<file path="src/rtl/ctrl_pkg.sv">
// Shared definitions for the sample sequencer and the register-file driver:
// state encoding and the default ring-buffer geometry.
package ctrl_pkg;

  localparam logic [1:0] ST_IDLE = 2'd0;
  localparam logic [1:0] ST_INIT = 2'd1;
  localparam logic [1:0] ST_LOAD = 2'd2;

  localparam int DEFAULT_WIDTH = 3;
  localparam int DEFAULT_NREG  = 8;

  typedef enum logic [1:0] {
    S_IDLE = ST_IDLE,
    S_INIT = ST_INIT,
    S_LOAD = ST_LOAD
  } state_t;

endpackage

</file>
<file path="src/rtl/ctrl_step_cnt.sv">
// Loadable step counter shared by both phases: counts down for the ring shift,
// up for the accumulate sweep, and flags the terminal step of each.
module ctrl_step_cnt
  import ctrl_pkg::*;
#(
  parameter int WIDTH = DEFAULT_WIDTH,
  parameter int NREG  = DEFAULT_NREG
) (
  input  logic             clk,
  input  logic             rst,
  input  logic             load,
  input  logic [WIDTH:0]   load_val,
  input  logic             dir_up,
  input  logic             en,
  output logic [WIDTH:0]   cnt_nxt,
  output logic             tc
);

  localparam logic [WIDTH:0] LAST = (WIDTH + 1)'(NREG - 1);

  logic [WIDTH:0] cnt;

  // Next value is exported so the owner can register outputs decoded from it.
  always_comb begin
    cnt_nxt = cnt;
    if (load) begin
      cnt_nxt = load_val;
    end else if (en) begin
      cnt_nxt = dir_up ? cnt + 1'b1 : cnt - 1'b1;
    end
  end

  assign tc = dir_up ? (cnt == LAST) : (cnt == '0);

  always_ff @(posedge clk) begin
    if (rst) begin
      cnt <= '0;
    end else begin
      cnt <= cnt_nxt;
    end
  end

endmodule

</file>
<file path="src/rtl/ctrl_smp_seq.sv">
// Sample sequencer: arbitrates input-sample strobes against output requests and
// emits the per-cycle register-file control word for ring shift or MAC sweep.
module ctrl_smp_seq
  import ctrl_pkg::*;
#(
  parameter int WIDTH = DEFAULT_WIDTH,
  parameter int NREG  = DEFAULT_NREG
) (
  input  logic             clk,
  input  logic             rst,
  input  logic             smp_valid,
  input  logic             out_req,
  output logic             en_init,
  output logic             en_load,
  output logic             new_smp,
  output logic             out_smp,
  output logic [WIDTH-1:0] result_reg,
  output logic [WIDTH-1:0] error_reg,
  output logic             busy,
  output logic             done,
  output logic             overrun
);

  localparam logic [WIDTH:0] LAST = (WIDTH + 1)'(NREG - 1);

  state_t         state, state_n;
  logic           pend_smp, pend_out;
  logic           launch_smp, launch_out;
  logic           load, cnt_en, tc;
  logic [WIDTH:0] load_val, cnt_nxt;

  logic             en_init_n, en_load_n, new_smp_n, out_smp_n;
  logic [WIDTH-1:0] addr_n;

  // INIT walks the counter NREG-1 down to 0, LOAD walks it 0 up to NREG-1.
  ctrl_step_cnt #(
    .WIDTH (WIDTH),
    .NREG  (NREG)
  ) u_step_cnt (
    .clk      (clk),
    .rst      (rst),
    .load     (load),
    .load_val (load_val),
    .dir_up   (state == S_LOAD),
    .en       (cnt_en),
    .cnt_nxt  (cnt_nxt),
    .tc       (tc)
  );

  // Arbitration happens in IDLE and on the final step of either phase, so
  // queued work chains on with no idle gap; input samples always win.
  always_comb begin
    state_n    = state;
    launch_smp = 1'b0;
    launch_out = 1'b0;
    load       = 1'b0;
    load_val   = '0;
    cnt_en     = 1'b0;
    if (state == S_IDLE || tc) begin
      load = 1'b1;
      if (pend_smp || smp_valid) begin
        state_n    = S_INIT;
        launch_smp = 1'b1;
        load_val   = LAST;
      end else if (pend_out || out_req) begin
        state_n    = S_LOAD;
        launch_out = 1'b1;
      end else begin
        state_n = S_IDLE;
      end
    end else begin
      cnt_en = 1'b1;
    end
  end

  // In both phases result and error addresses equal the counter value.
  always_comb begin
    en_init_n = 1'b0;
    en_load_n = 1'b0;
    new_smp_n = 1'b0;
    out_smp_n = 1'b0;
    addr_n    = '0;
    case (state_n)
      S_INIT: begin
        en_init_n = 1'b1;
        new_smp_n = (cnt_nxt == '0);
        addr_n    = cnt_nxt[WIDTH-1:0];
      end
      S_LOAD: begin
        en_load_n = 1'b1;
        out_smp_n = (cnt_nxt == LAST);
        addr_n    = cnt_nxt[WIDTH-1:0];
      end
      default: ;
    endcase
  end

  // A launch consumes a set flag; a strobe in that same cycle re-arms it.
  always_ff @(posedge clk) begin
    if (rst) begin
      state      <= S_IDLE;
      pend_smp   <= 1'b0;
      pend_out   <= 1'b0;
      overrun    <= 1'b0;
      en_init    <= 1'b0;
      en_load    <= 1'b0;
      new_smp    <= 1'b0;
      out_smp    <= 1'b0;
      result_reg <= '0;
      error_reg  <= '0;
      busy       <= 1'b0;
      done       <= 1'b0;
    end else begin
      state      <= state_n;
      pend_smp   <= launch_smp ? (pend_smp & smp_valid) : (pend_smp | smp_valid);
      pend_out   <= launch_out ? (pend_out & out_req) : (pend_out | out_req);
      overrun    <= overrun | (smp_valid & pend_smp & ~launch_smp)
                            | (out_req & pend_out & ~launch_out);
      en_init    <= en_init_n;
      en_load    <= en_load_n;
      new_smp    <= new_smp_n;
      out_smp    <= out_smp_n;
      result_reg <= addr_n;
      error_reg  <= addr_n;
      busy       <= (state_n != S_IDLE);
      done       <= (state == S_LOAD) && tc;
    end
  end

endmodule
</file>
<file path="config.mk">
export PLATFORM = sky130hd
export DESIGN_NAME = ctrl_smp_seq
export DESIGN_NICKNAME = d
export VERILOG_FILES = /design/src/rtl/ctrl_pkg.sv /design/src/rtl/ctrl_step_cnt.sv /design/src/rtl/ctrl_smp_seq.sv
export SDC_FILE = /design/constraint.sdc
export NUM_CORES = 1
export LEC_CHECK = 0
export BUFFER_PORTS_ARGS = -buffer_cell sky130_fd_sc_hd__buf_2
export CAP_MARGIN = 20
export CORE_ASPECT_RATIO = 1.1
export CORE_MARGIN = 2
export CORE_UTILIZATION = 50
export CTS_CLUSTER_DIAMETER = 100
export DETAILED_ROUTE_END_ITERATION = 12
export PLACE_DENSITY = 0.73
export SETUP_SLACK_MARGIN = 0.4
export SLEW_MARGIN = 20
export SYNTH_ARGS = -nofsm -noshare
export SYNTH_HDL_FRONTEND = slang
export SYNTH_SLANG_ARGS = --single-unit
</file>
<file path="constraint.sdc">
create_clock -name clk -period 2.36 [get_ports clk]
set_input_delay 0.118 -clock clk [delete_from_list [all_inputs] [get_ports clk]]
set_output_delay 0.118 -clock clk [all_outputs]
set_load 0.005 [all_outputs]
</file>
==> metrics, run 1 <==
syn avg cell area=9.76 sq um; commonest cells after routing, fill and taps aside=buf_2, dfxtp_1, buf_4; Cell variety after synth=28; Post-Syn Instances=80; cell taking the most area after synthesis=dfxtp_1; Pleak=0.466 nW; Ys Warns=0; Mapped Area=781 sq um; gpl congestion=0.819; CTS Buf Count=3; async set-or-reset flop fraction in the synthesized netlist=0%; buffers added on ports=16; combinational power share=37.8%; peak supply drop=0.000392 V; hold-fix buffers at CTS=0; ys flop type=dfxtp_1; Cells after DPL=108; Total GRT Usage=18.0%; initial antenna violation count=0; setup TNS=0 ns; Layout Skew=0.00565 ns; M2 GR Usage=28.1%; crit path capture type=flip-flop; drt drc=0; Power Density=861 nW/um^2; syn_nets=90; largest net degree at the start of global routing=17; Reg area=372 sq um; Row Count=14; gr busiest metal=met2; share of the synthesized area in the top cell type=46.2%; first-pass GRT wire length=2.49 mm; area occupied by multi-input gates=429 sq um; maximum root-to-sink buffer count=2; Die W=41.7 um; total die area=1890 sq um; commonest non-fill, non-tap cell in the layout=buf_2; Antenna Nets Post-Route=0; fin crit period=1.96 ns; area grow syn2layout=28.4%; P_int=0.000574 W; Largest register FFs=4; DR vias/cell=5.48; Max Cap Violations=0; Total Power=0.000863 W; core area=1420 sq um; WP data arrival=2.15 ns; Worst slew margin=73.1%; sequential power share=45.1%; vias post-DR=657; grt met1 use=23.7%; Worst-path clk slew=0.10 ns; EDFF count, synth=0; Layout Nets=116; Max Freq=510 MHz; ant diodes=0; total gr overflow=0; worst skew pair latency=0.29 ns; fin crit share=83.1%; min-delay worst type=input pin to flip-flop; Util after Layout=70.6%; Seq cells post-synth=18; Initial DRC Count=19; CTS Root Cell=clkbuf_4; fin. max-slew vios=0; I/O pin cnt=17; Die Span Y=45.4 um; CTS sink cnt=18; DR WL/cell=13.8 um; vias in the first global route=570; sw frac=33.5%; Worst Setup Start Kind=flip-flop; Final setup viols=0; register area share after synthesis=46.2%; Total Routed Length=1.66 mm; Least-Margin Pin Slew=0.401 ns; synth top area cells=dfxtp_1, ha_1, a21oi_1; worst endpoint required time=2.55 ns; Fin. Hold Viols=0; status=completed; final setup margin=0.400 ns; dpl hpwl=1.03 mm; CTS tree=built; crit path max fanout=5; CP Class=flip-flop to flip-flop; number of H-tree levels=1; first-pass iteration count of the detailed router=6; Clk pwr share=17.1%; fillers=106; RSZ-0062 raised after global routing=yes; met3 usage in global routing=3.57%; Final Non-Filler Cells=120; NetSw=0.000289 W; Setup WS pre-CTS=0.287 ns; layout cells sized above 1=42.3%; initial core utilization=55.0%
[worst max-delay path, stage by stage (launching register included)]
cell	delay, ns
dfxtp_4	0.37
o41ai_4	0.35
o21ai_2	0.14
or3_4	0.37
o21ai_4	0.08
inv_1	0.07
ha_1	0.19
nor2b_1	0.13
and4b_1	0.17
[repair_timing]
item,in CTS,in global routing
endpoints found under the setup margin,5,7
setup buffers,8,1
pin swaps,3,2
endpoints found under the hold margin,0,0
gates resized for setup,6,9
[metal layers]
layer | routed length (um) | part of all wire (%)
met1 | 767 | 46
met2 | 823 | 50
met3 | 55 | 3.3
met4 | 15 | 0.90
met5 | 0 | 0
[cells by family (layout without fill, tap and decap cells)]
| group | after synthesis | after routing | synth area share, % |
|---|---|---|---|
| AND/OR/NAND/NOR | 30 | 30 | 21.5 |
| flip-flops | 18 | 18 | 46.2 |
| AO/OA/AOI/OAI | 16 | 16 | 13.6 |
| buffers and inverters | 7 | 31 | 4.81 |
| adder cells (fa/ha/maj) | 6 | 6 | 10.6 |
| XOR/XNOR | 3 | 3 | 3.37 |
[final cells by class]
cell class | instances | share of cell area (%)
Clock buffer | 3 | 2.25
Inverter | 3 | 1.12
Multi-Input combinational cell | 55 | 42.8
Sequential cell | 18 | 37.1
Tap cell | 16 | 2.00
Timing Repair Buffer | 25 | 14.7
[metrics by stage]
step	hold slack (ns)	area (sq um)
final	0.121	1000
after global routing	0.126	1000
after CTS	0.120	956
after detailed placement	0.430	858
after global placement	0.430	858
after floorplan	0.190	785
[power by group through the flow]
stage                     sequential (W)  combinational (W)  clock (W)
after floorplan                 0.000388           0.000180          0
after global placement          0.000389           0.000238          0
after detailed placement        0.000389           0.000240          0
after CTS                       0.000382           0.000293   0.000149
after global routing            0.000398           0.000352   0.000159
final                           0.000389           0.000326   0.000147
[cell usage after synthesis, drive strengths merged (2+ instances only)]
| cell type | count |
|---|---|
| dfxtp | 18 |
| nor2 | 8 |
| a21oi | 6 |
| nand2 | 6 |
| ha | 5 |
| o21ai | 5 |
| buf | 3 |
| inv | 3 |
| nor2b | 3 |
| nor3 | 3 |
| nor4 | 3 |
| and4b | 2 |
| xnor2 | 2 |
[final timing paths]
kind / start / endpoint / slack (ns) / cells after the start
worst min-delay path: out_req / pend_out / 0.12 / 3
worst min register to register: pend_out / pend_out / 0.52 / 2
worst max-delay path: u_step_cnt.cnt[0] / new_smp / 0.40 / 8
worst max register to register: u_step_cnt.cnt[0] / new_smp / 0.40 / 8
(Power assumes the default switching activity.)
==> run 2: changes to the inputs <==
- clock period: 2.36 -> 2.1 ns (I/O delays scaled with it)
==> run 2 against run 1 <==
Compared with the run above: utilization grew 6.3 points; highest routed layer unchanged; global-route usage grew 1.7 points; largest cell class unchanged; power grew 20%.
==> metrics, run 2 (same netlist as run 1, synthesis figures left out) <==
Fin. Hold Viols=0; worst endpoint required time=2.29 ns; initial antenna violation count=0; min-delay worst type=input pin to flip-flop; vias in the first global route=602; I/O pin cnt=17; dpl hpwl=1.08 mm; fin. max-slew vios=0; CTS Buf Count=3; total die area=1890 sq um; sw frac=33.9%; commonest cells after routing, fill and taps aside=buf_2, dfxtp_1, buf_4; CTS Root Cell=clkbuf_4; peak supply drop=0.000672 V; CP Class=flip-flop to flip-flop; Layout Skew=0.00967 ns; first-pass iteration count of the detailed router=4; area grow syn2layout=39.7%; Least-Margin Pin Slew=0.378 ns; Clk pwr share=15.7%; Final setup viols=0; total gr overflow=0; status=completed; Antenna Nets Post-Route=0; Largest register FFs=4; Row Count=14; sequential power share=42.6%; Worst slew margin=74.8%; final setup margin=0.0967 ns; P_int=0.000685 W; crit path max fanout=4; worst skew pair latency=0.29 ns; Total Power=0.00104 W; initial core utilization=55.0%; CTS sink cnt=18; Die W=41.7 um; buffers added on ports=16; vias post-DR=666; Max Cap Violations=0; setup TNS=0 ns; drt drc=0; fin crit period=2.00 ns; Die Span Y=45.4 um; Power Density=949 nW/um^2; placed cell area=887 sq um; WP data arrival=2.20 ns; fin crit share=95.4%; Worst Setup Start Kind=flip-flop; Max Freq=499 MHz; layout cells sized above 1=51.4%; Setup WS pre-CTS=0.107 ns; NetSw=0.000351 W; Layout Nets=119; Util after Layout=76.9%; Pleak=0.493 nW; Total GRT Usage=19.7%; CTS tree=built; crit path capture type=flip-flop; Total Routed Length=1.79 mm; Initial DRC Count=12; largest net degree at the start of global routing=17; core area=1420 sq um; DR WL/cell=14.5 um; number of H-tree levels=1; DR vias/cell=5.41; RSZ-0062 raised after global routing=yes; maximum root-to-sink buffer count=2; Worst-path clk slew=0.10 ns; final instance area=1090 sq um; ant diodes=0; first-pass GRT wire length=2.66 mm; combinational power share=41.7%; commonest non-fill, non-tap cell in the layout=buf_2; gpl congestion=0.828
[run 2: cell type report]
cell class | count | area (sq um)
repair buffers | 28 | 178
inverters | 3 | 11.3
multi-input cells | 55 | 487
fillers | 84 | 328
flip-flops and latches | 18 | 373
clock buffers | 3 | 22.5
well taps | 16 | 20.0
[run 2: critical path, stage by stage, from the launching register on]
cell     delay [ns]
dfxtp_2        0.36
o41ai_4        0.36
o21ai_2        0.14
or3_4          0.42
o21ai_4        0.08
inv_1          0.07
ha_2           0.18
nor2b_4        0.12
and4b_1        0.17
[run 2: metal layers]
layer  track usage [%]  up-vias  wire length [um]
met1              24.6      310               823
met4              11.6        0                38
met5                 0        -                 0
met3              3.57        4                75
met2              32.2       19               850
li1                  -      333                 -
[run 2: per-stage QoR]
stage / std cells / hold slack, ns
6_report: 123 / 0.137
5_1_grt: 123 / 0.167
4_1_cts: 122 / 0.114
3_5_place_dp: 110 / 0.415
3_3_place_gp: 110 / 0.417
2_1_floorplan: 80 / 0.177
[run 2: power by group through the flow]
stage                     Sequential, W  Combinational, W  Clock [W]
after floorplan                0.000438          0.000208          0
after global placement         0.000438          0.000286          0
after detailed placement       0.000439          0.000289          0
after CTS                      0.000437          0.000363   0.000165
after global routing           0.000448          0.000468   0.000177
final                          0.000442          0.000432   0.000162
[run 2: timing repair]
action	in CTS	in global routing
setup endpoints to repair	9	15
buffers inserted	9	1
hold buffers	0	0
pin swaps	4	7
gates resized for setup	12	15
endpoints found under the hold margin	0	0
[run 2: path summary, 6_finish.rpt]
path | slack, ns | depth (start not counted) | endpoint | from
hold reg to reg | 0.55 | 2 | pend_out | pend_out
setup / recovery | 0.1 | 8 | new_smp | u_step_cnt.cnt[2]
setup reg to reg | 0.1 | 8 | new_smp | u_step_cnt.cnt[2]
hold / removal | 0.14 | 3 | pend_out | out_req
